--- config.mk ---
export PLATFORM = sky130hd
export DESIGN_NAME = multiplier
export DESIGN_NICKNAME = d
export VERILOG_FILES = /design/src/rtl/multiplier.sv
export SDC_FILE = /design/constraint.sdc
export NUM_CORES = 1
export LEC_CHECK = 0
export BUFFER_PORTS_ARGS = -buffer_cell sky130_fd_sc_hd__buf_4
export CAP_MARGIN = 0
export CORE_MARGIN = 5
export CORE_UTILIZATION = 30
export DETAILED_ROUTE_END_ITERATION = 12
export RECOVER_POWER = 50
export SLEW_MARGIN = 15
export SYNTH_ARGS = -nofsm -noshare
export SYNTH_HDL_FRONTEND = slang
export SYNTH_SLANG_ARGS = --single-unit
--- constraint.sdc ---
create_clock -name clk -period 4.28 [get_ports clk]
set_clock_uncertainty 0.05 [all_clocks]
set_input_delay 0.642 -clock clk [delete_from_list [all_inputs] [get_ports clk]]
set_output_delay 0.642 -clock clk [all_outputs]
set_load 0.01 [all_outputs]
--- src/rtl/multiplier.sv ---
// Signed fixed-point sequential multiplier: radix-2 shift-add on magnitudes, WIDTH cycles per product,
// round-half-away-from-zero. Define MULT_SATURATE_EN to clamp overflowed results instead of wrapping.
module multiplier #(
  parameter int WIDTH  = 16,
  parameter int Q_BITS = 12
) (
  input  logic             clk,
  input  logic             reset,
  input  logic             start,
  input  logic [WIDTH-1:0] operand_a,
  input  logic [WIDTH-1:0] operand_b,
  output logic             ready,
  output logic             valid,
  output logic [WIDTH-1:0] product,
  output logic             overflow
);

  localparam int CW = $clog2(WIDTH) + 1;
  localparam logic [2*WIDTH:0]   POS_MAX = {{(WIDTH+2){1'b0}}, {(WIDTH-1){1'b1}}};
  localparam logic [2*WIDTH:0]   NEG_MAX = POS_MAX + 1'b1;
  localparam logic [2*WIDTH:0]   RHALF   = (2*WIDTH+1)'(1) << (Q_BITS-1);
  localparam logic [WIDTH-1:0]   MAX_VAL = {1'b0, {(WIDTH-1){1'b1}}};
  localparam logic [WIDTH-1:0]   MIN_VAL = {1'b1, {(WIDTH-1){1'b0}}};
  localparam logic [CW-1:0]      LAST    = CW'(WIDTH-1);

  typedef enum logic {IDLE, RUN} state_t;
  state_t state;

  logic [2*WIDTH-1:0] mcand;
  logic [2*WIDTH-1:0] acc;
  logic [WIDTH-1:0]   mplier;
  logic               sign;
  logic [CW-1:0]      count;

  logic [WIDTH-1:0]   abs_a, abs_b;
  logic [2*WIDTH-1:0] acc_sum;
  logic [2*WIDTH:0]   rounded;
  logic               ovf;
  logic [WIDTH-1:0]   result;

  always_comb begin
    // Two's-complement negate of the most negative value yields 2^(WIDTH-1) as unsigned.
    abs_a   = operand_a[WIDTH-1] ? -operand_a : operand_a;
    abs_b   = operand_b[WIDTH-1] ? -operand_b : operand_b;
    acc_sum = acc + (mplier[0] ? mcand : '0);
    rounded = ({1'b0, acc_sum} + RHALF) >> Q_BITS;
    ovf     = sign ? (rounded > NEG_MAX) : (rounded > POS_MAX);
    result  = sign ? -rounded[WIDTH-1:0] : rounded[WIDTH-1:0];
`ifdef MULT_SATURATE_EN
    if (ovf) result = sign ? MIN_VAL : MAX_VAL;
`endif
  end

  always_ff @(posedge clk or posedge reset) begin
    if (reset) begin
      state    <= IDLE;
      ready    <= 1'b1;
      valid    <= 1'b0;
      product  <= '0;
      overflow <= 1'b0;
      mcand    <= '0;
      acc      <= '0;
      mplier   <= '0;
      sign     <= 1'b0;
      count    <= '0;
    end else begin
      valid <= 1'b0;
      case (state)
        IDLE: begin
          if (start && ready) begin
            mcand  <= {{WIDTH{1'b0}}, abs_a};
            mplier <= abs_b;
            sign   <= operand_a[WIDTH-1] ^ operand_b[WIDTH-1];
            acc    <= '0;
            count  <= '0;
            ready  <= 1'b0;
            state  <= RUN;
          end
        end
        RUN: begin
          acc    <= acc_sum;
          mcand  <= mcand << 1;
          mplier <= mplier >> 1;
          count  <= count + 1'b1;
          if (count == LAST) begin
            product  <= result;
            overflow <= ovf;
            valid    <= 1'b1;
            ready    <= 1'b1;
            state    <= IDLE;
          end
        end
        default: state <= IDLE;
      endcase
    end
  end

endmodule

# --- After elaboration in Yosys (flattened, before gate mapping) ---
# Index checks and enable logic that the tools add are counted.
word_totals:
  register_bits: 106
  out_inout_bits: 19
op_classes:
  reduce_logical: 4
  n_bitwise: 2
  muxes: 21
  magnitude_cmp: 2
  n_addsub: 6
  eq_ne: 3
op_table:
  columns: ["operator", "n"]
  rows:
  - ["32-bit case mux with 2 select lines", 2]
  - ["32-bit 2-to-1 mux", 3]
  - ["16-bit 2-to-1 mux", 4]
  - ["16-bit negation", 3]
  - ["32-bit by 12-bit adder with 33-bit output (second input constant)", 1]
  - ["32-bit adder", 1]
  - ["16-bit case mux with 2 select lines", 1]
  - ["21-bit by 15-bit > comparator with 1-bit output (second input constant)", 1]
  - ["21-bit by 16-bit > comparator with 1-bit output (second input constant)", 1]
  - ["5-bit case mux with 2 select lines", 1]
  - ["1-bit 2-to-1 mux", 7]
  - ["2-bit AND reduction", 3]
  - ["5-bit by 1-bit adder with 5-bit output (second input constant)", 1]
  - ["5-bit by 4-bit equality test with 1-bit output (second input constant)", 1]
  - ["5-bit 2-to-1 mux", 1]
  - ["1-bit case mux with 2 select lines", 2]
  - ["2-bit by 1-bit != test with 1-bit output (second input constant)", 1]
  - ["2-bit != test (second input constant)", 1]
  - ["1-bit logical AND", 1]
  - ["1-bit NOT", 1]
  - ["1-bit bitwise XOR", 1]

# --- Logic depth before layout (Yosys ltp) ---
# Gate-level depths: netlist of the first run.
depth:
  depth_word: 5
  depth_mapped: 21
  mapped_depth_nobuf: 19

# --- Least setup slack after synthesis of the first run ---
# No wires, ideal clock.
synth_timing:
  path_type: "register to register"
  from: "reg mplier[0]"
  to: "reg overflow"
  arrival_time_ns: 4.372
  stages_incl_launch_ff: 21
  setup_slack_ns: -0.276
  period_less_slack_ns: 4.556
  required_time_ns: 4.096
  setup_time_ns: 0.134
  cell_sequence: "dfrtp_1 > clkbuf_1 > and2_1 > ha_1 > inv_1 > fa_1 > and2b_1 > o2111ai_2 > a21oi_2 > nor4_1 > nor2_1 > ha_1 > clkbuf_1 > nand3_1 > nor4_4 > xnor2_1 > nand4bb_1 > or2_1 > or4_1 > o31ai_1 > a31oi_1"
synth_via:
  elab_chain_len: 5
  elab_cells_between_ends: 6
synth_rtl:
  columns: ["element", "line_no", "source"]
  rows:
  - ["start, declared", "31", "logic [WIDTH-1:0] mplier;"]
  - ["start signal, assigned", "72", "mplier <= abs_b;"]
  - ["start signal, assigned", "83", "mplier <= mplier >> 1;"]
  - ["32-bit 2-to-1 mux *", "45", "acc_sum = acc + (mplier[0] ? mcand : '0);"]
  - ["32-bit adder *", "45", null]
  - ["32-bit by 12-bit adder with 33-bit output *", "46", "rounded = ({1'b0, acc_sum} + RHALF) >> Q_BITS;"]
  - ["21-bit by 15-bit > comparator with 1-bit output or 21-bit by 16-bit > comparator with 1-bit output (tied branches)", "47", "ovf = sign ? (rounded > NEG_MAX) : (rounded > POS_MAX);"]
  - ["1-bit 2-to-1 mux *", "47", null]
  - ["end signal, assigned", "87", "overflow <= ovf;"]
  - ["end, declared", "15", "output logic overflow"]
# Every way passes the cells marked *; elsewhere a longest branch is shown, timed or not.
# A chain may end at the register's enable or synchronous reset.

# --- Worst setup path after layout of the first run ---
# Ends and elaborated chain as after synthesis.

==> results of run 1 <==
## state kept, by name (all words and copies together) (netlist names)
name,flops
count,5
valid,1
mcand,32
product,16
sign,1
overflow,1
acc,32
state,1
ready,1
mplier,16
## power breakdown
part           switching, mW  internal, mW  leakage (nW)
Clock                  0.460         0.418         0.148
Combinational           1.66          1.48          3.07
Sequential             0.306          1.38          1.37
Total                   2.43          3.28          4.60
## cells in the final DEF, fill, tap and decap left out, drive strengths merged, types with 9 or more instances in the layout
master,count
and2,35
a21oi,73
dfrtp,105
xor2,47
nor4,12
and3,10
nor2,65
nand2,185
clkbuf,17
or3,9
nor3,18
buf,169
ha,38
o31ai,13
nand4,10
o21ai,126
inv,29
nand3,27
a21o,12
xnor2,32
## timing repair
item	in CTS	in global routing
resized for setup	14	41
hold buffers	0	0
setup endpoints to repair	3	9
setup buffers	4	11
pin swaps	7	27
## metal layers
metal  up-vias  share of wire, %
met1      3379                52
met4         0               1.5
li1       3780                 -
met3        29               3.4
met2       123                43
met5         -                 0
## final timing paths
kind                                         from                     end  cells after the start  slack [ns]
setup reg to reg            mplier[0]$_DFFE_PP0P_    overflow$_DFFE_PP0P_                     18       -0.10
setup / recovery            mplier[0]$_DFFE_PP0P_    overflow$_DFFE_PP0P_                     18       -0.10
hold / removal                              start       ready$_DFFE_PP1P_                      2        0.41
min in group asynchronous                   reset   mplier[2]$_DFFE_PP0P_                      2        1.22
max in group asynchronous                   reset      acc[6]$_DFFE_PP0P_                      3        0.88
hold reg to reg            product[6]$_DFFE_PP0P_  product[6]$_DFFE_PP0P_                      2        0.43
## cell families after synthesis
logic type	count (synthesis)	share of synthesized area (%)
multiplexers	7	0.884
adder cells (fa/ha/maj)	39	6.25
AO/OA/AOI/OAI	284	21.8
flip-flops	106	33.5
XOR/XNOR	79	8.83
buffers and inverters	76	3.79
AND/OR/NAND/NOR	407	25.0
## cell type report
| type | instances | area share, % |
|---|---|---|
| Clock buffer | 9 | 2.23 |
| Timing Repair Buffer | 177 | 13.1 |
| Multi-Input combinational cell | 816 | 52.6 |
| Inverter | 25 | 0.928 |
| Tap cell | 335 | 4.14 |
| Sequential cell | 106 | 26.3 |
| Clock inverter | 7 | 0.779 |
## per-stage QoR
| stage | hold slack (ns) | TNS [ns] |
|---|---|---|
| finish | 0.413 | -0.155 |
| detailed placement | 0.418 | -0.216 |
| CTS | 0.401 | -0.144 |
| global placement | 0.408 | -0.216 |
| floorplan | 0.393 | -0.225 |
| global route | 0.405 | -1.07 |
## worst max-delay path, cell delays in order (launching register included)
cell,delay [ns]
dfrtp_1,0.40
buf_4,0.18
and2_1,0.14
ha_1,0.28
and2b_2,0.23
o2111ai_4,0.24
a21oi_4,0.10
o31a_1,0.34
nor2_2,0.14
ha_2,0.22
nand3_4,0.08
nor4_4,0.28
buf_6,0.18
xnor2_4,0.12
nand4bb_1,0.14
or2_4,0.29
or4_1,0.46
o31ai_1,0.27
a31oi_1,0.11
==> results.cfg, run 1 <==
[grt]
globalRoute.busiestLayer = met2
gr-usage-met3_pct = 2.59
wire_length_of_the_first_global_routing_pass_um = 34500
use_met2_pct = 20.9
antenna_found_initial = 0
pin_count_of_the_biggest_net_entering_global_routing = 114
grt.total_usage_pct = 13.5
grt.met1_usage_pct = 19.6
first_global_vias = 7039
gr_overflow_total = 0

[floorplanning]
die-area_sq_mm = 0.0298
core_area_sq_mm = 0.0261
ios = 54
fp-row-count = 59
die_y_um = 173
floorplan.initialDensity_pct = 30.4
die_w_um = 173

[logic_synthesis]
leading_cell_types_by_count_after_synthesis = nand2_1, o21ai_0, dfrtp_1
ys.warnings.count = 0
synth_async_sr_flop_share_pct = 100
dominant_register_cell_in_the_synthesized_netlist = dfrtp_1
synth_area_leaders = dfrtp_1, nand2_1, o21ai_0
synth_cell_type_count = 75
syn_inst = 998
leading_cell_type_by_number_of_instances_after_synthesis = nand2_1
ys_seq_elements = 106
synthesis.nets = 1072
syn-mean-instance-area_sq_um = 7.94
syn_area_sq_mm = 0.00792
synth_largest_area_cell = dfrtp_1
ys_seq_area_share_pct = 33.5
synth_largest_type_area_fraction_pct = 33.2
synth-edff-count = 0

[drt]
postRouteWirelength_um = 20700
detailroute.via_count = 7311
drt_pass1_iterations = 4
routed_via_density = 4.96
drt-initial-drc-count = 356
drcViolationCount = 0
drt.antenna.violating_nets = 0
detail_route.wl_per_cell_um = 14.0

[clock_network]
root_buffer_cell = clkbuf_16
cts_inserted_buffers = 9
insertion_delay_ns = 0.37
cts_buffer_depth = 2
cts.reportedPaths.clkPinSlew_ns = 0.09
cts-htree-levels = 3
clock-sinks = 106
cts_tree = built

[finish]
finalInstanceArea_sq_mm = 0.0101
final_cells = 1475
layout.area.seq_sq_mm = 0.00266
antenna_cells_inserted = 0
fin_nets = 1209
syn_to_final_growth_pct = 27.6
layout-drive-gt1-share_pct = 22.7
finish.utilization_pct = 38.8
multiInputGateArea_sq_mm = 0.00532
fill_cells = 2673

[placed_design]
globalplace.congestion = 0.858
place_inst = 1445
hpwl_um = 15200
dpl_worst_slack_ns = -0.127
port-buffer-count = 53
dpl-instance-area_sq_mm = 0.00944

[critical_path]
crit_required_ns = 4.47
path_class = flip-flop to flip-flop
crit_arrival_ns = 4.58
path_max_fanout = 10
worst_setup_path_start_kind = flip-flop
crit_path_end_kind = flip-flop

[timing]
timing_hold_violations_final = 0
fin_crit_sh_pct = 102
setup-violations-final = 3
fmaxAchievable_mhz = 228
max_slew_margin_pct = -85.5
post-route-min-period_ns = 4.38
fin_max_slew_vios = 72
final_critical_path_setup_slack_ns = -0.103
rsz0062_at_grt = true
max_slew.worst_pin.slew_ns = 2.78

[power]
p_leak_nw = 4.60
power-per-cell-area_mw_per_mm2 = 564
max-vdd-ir-drop_mv = 0.306
design_power_total_mw = 5.70

[job]
max_cap_viol_count = 1

[run_status]
violations = max-capacitance violations, max-slew violations, negative setup slack
outcome = finished with violations

[hold_path]
timing.hold.worst.class = input pin to flip-flop
Power figures use the tool's default switching activity.
==> inputs of run 2 (changes only) <==
--- a/config.mk
+++ b/config.mk
@@ -7,9 +7,12 @@
 export LEC_CHECK = 0
 export BUFFER_PORTS_ARGS = -buffer_cell sky130_fd_sc_hd__buf_4
 export CAP_MARGIN = 0
+export CELL_PAD_IN_SITES_DETAIL_PLACEMENT = 1
+export CELL_PAD_IN_SITES_GLOBAL_PLACEMENT = 1
 export CORE_MARGIN = 5
 export CORE_UTILIZATION = 30
 export DETAILED_ROUTE_END_ITERATION = 12
+export PLACE_DENSITY_LB_ADDON = 0.1
 export RECOVER_POWER = 50
 export SLEW_MARGIN = 15
 export SYNTH_ARGS = -nofsm -noshare
==> run 2 against run 1 <==
Net effect:
- the flow still finishes with violations (max-capacitance violations, max-slew violations, negative setup slack)
- critical path depth is the same
- first-iteration DRC count shrank 12%
- worst hold slack lost 0.011 ns
- via count grew 1.3%
- sequential share of layout area shrank 0.072 points
- non-clock buffer count grew 9
- routed wire length grew 15%
- clock power grew 8.3%
- global-route usage grew 2.4 points
- final cell count grew 0.61%
- critical path type unchanged
==> results.cfg, run 2 (same netlist as run 1, synthesis figures left out) <==
[grt]
antenna_found_initial = 0
grt.total_usage_pct = 15.9
pin_count_of_the_biggest_net_entering_global_routing = 82
gr_overflow_total = 0
first_global_vias = 7734
wire_length_of_the_first_global_routing_pass_um = 39900

[drt]
maxUsedRoutingLayer = met4
drt_pass1_iterations = 4
detailroute.via_count = 7403
drcViolationCount = 0
drt.antenna.violating_nets = 0
route.met3.wl_um = 574
wl_met1_um = 12400
drt-initial-drc-count = 312
met2WireLength_um = 10500
detail_route.wl_per_cell_um = 16.0
routed_via_density = 4.99
postRouteWirelength_um = 23700

[power]
p_leak_nw = 4.65
max-vdd-ir-drop_mv = 0.255
power-per-cell-area_mw_per_mm2 = 573
design_power_total_mw = 5.81

[timing]
setup-violations-final = 1
final_critical_path_setup_slack_ns = -0.0285
fin_max_slew_vios = 109
fin_crit_sh_pct = 101
max_slew.worst_pin.slew_ns = 2.13
fmaxAchievable_mhz = 232
max_slew_margin_pct = -42.9
totalNegativeSetupSlack_ns = -0.0285
timing_hold_violations_final = 0
rsz0062_at_grt = true
finalHoldWorstSlack_ns = 0.403
post-route-min-period_ns = 4.31

[floorplanning]
floorplan.initialDensity_pct = 30.4
core_area_sq_mm = 0.0261
ios = 54
die_y_um = 173
fp-row-count = 59
die-area_sq_mm = 0.0298
die_w_um = 173

[placed_design]
dpl-instance-area_sq_mm = 0.00955
globalplace.congestion = 0.839
port-buffer-count = 53
dpl_worst_slack_ns = -0.214
place_inst = 1461
hpwl_um = 18000

[clock_network]
cts_tree = built
cts-hold-fix-buffers = 0
cts-htree-levels = 3
cts_buffer_depth = 2
insertion_delay_ns = 0.36
clock-sinks = 106
cts_inserted_buffers = 9
cts.reportedPaths.clkPinSlew_ns = 0.09
root_buffer_cell = clkbuf_16

[finish]
most-common-layout-cells = nand2_1, buf_4, o21ai_0, dfrtp_1, a21oi_1
reg.largest.list = acc: 32 flops, mcand: 32 flops
finalInstanceArea_sq_mm = 0.0101
syn_to_final_growth_pct = 28.0
antenna_cells_inserted = 0
mostFrequentLayoutCell = nand2_1
final_cells = 1484
fin_nets = 1218
finish.utilization_pct = 38.9
layout-drive-gt1-share_pct = 23.2

[critical_path]
regToRegSetupSlack_ns = -0.03
crit_required_ns = 4.47
cp_top_family = simple AND/OR/NAND/NOR gates
path_class = flip-flop to flip-flop
worstPathCellList = and2_4 > ha_4 > inv_2 > fa_2 > and2b_2 > o2111ai_4 > a21oi_4 > buf_6 > or3_4 > o311ai_2 > nor4_4 > buf_6 > xnor2_2 > nand4bb_1 > or2_1 > or4_1 > o31ai_1 > a31oi_1
crit_path_end_kind = flip-flop
cpPeakStageDelay_ns = 0.51
worstPathBufferInverterCount = 3
cpMostUsedCell = buf_6
critical-path-slowest-cell = or4_1
crit_arrival_ns = 4.50
worst_setup_path_start_kind = flip-flop
path_max_fanout = 4

[job]
max_cap_viol_count = 2

[hold_path]
timing.hold.worst.class = input pin to flip-flop

[run_status]
outcome = finished with violations
violations = max-capacitance violations, max-slew violations, negative setup slack
[run 2: changes by cell type in the layout (fill, tap and decap cells not counted), sizes merged]
| cell | previous run | this run |
|---|---|---|
| buf | 169 | 179 |
| inv | 29 | 26 |
| bufinv | 0 | 1 |
| clkbuf | 17 | 16 |
| clkinv | 3 | 4 |
| clkinvlp | 0 | 1 |
[run 2: layout make-up]
cell class	instances	area (sq um)
Clock inverter	7	108
Clock buffer	9	225
Fill cell	3114	15900
Multi-Input combinational cell	816	5250
Inverter	25	95.1
Timing Repair Buffer	186	1390
Sequential cell	106	2660
Tap cell	335	419
[run 2: layer usage]
layer,global-route usage [%],up-vias
met3,1.78,13
met2,24.9,77
met5,0,-
li1,-,3803
met1,23.5,3510
met4,3.90,0
[run 2: path summary, 6_finish.rpt]
path,cells after the start,to,start
min in group asynchronous,2,mplier[3]$_DFFE_PP0P_,reset
hold / removal,2,ready$_DFFE_PP1P_,start
setup reg to reg,18,overflow$_DFFE_PP0P_,mplier[0]$_DFFE_PP0P_
setup / recovery,18,overflow$_DFFE_PP0P_,mplier[0]$_DFFE_PP0P_
max in group asynchronous,3,acc[15]$_DFFE_PP0P_,reset
hold reg to reg,2,product[8]$_DFFE_PP0P_,product[8]$_DFFE_PP0P_
[run 2: worst register-to-register path, stage by stage (launching register included)]
cell,delay (ns)
dfrtp_1,0.41
and2_4,0.16
ha_4,0.16
inv_2,0.05
fa_2,0.19
and2b_2,0.24
o2111ai_4,0.25
a21oi_4,0.11
buf_6,0.13
or3_4,0.34
o311ai_2,0.41
nor4_4,0.08
buf_6,0.15
xnor2_2,0.19
nand4bb_1,0.15
or2_1,0.28
or4_1,0.51
o31ai_1,0.21
a31oi_1,0.12
[run 2: where the power goes]
group	total (mW)	internal (mW)	switching, mW
clock	0.951	0.478	0.472
sequential	1.71	1.38	0.329
combinational	3.15	1.45	1.69
[run 2: timing repair]
item	CTS	global route
setup buffers	4	3
pin swaps	6	2
setup endpoints to repair	4	10
resized for setup	17	30
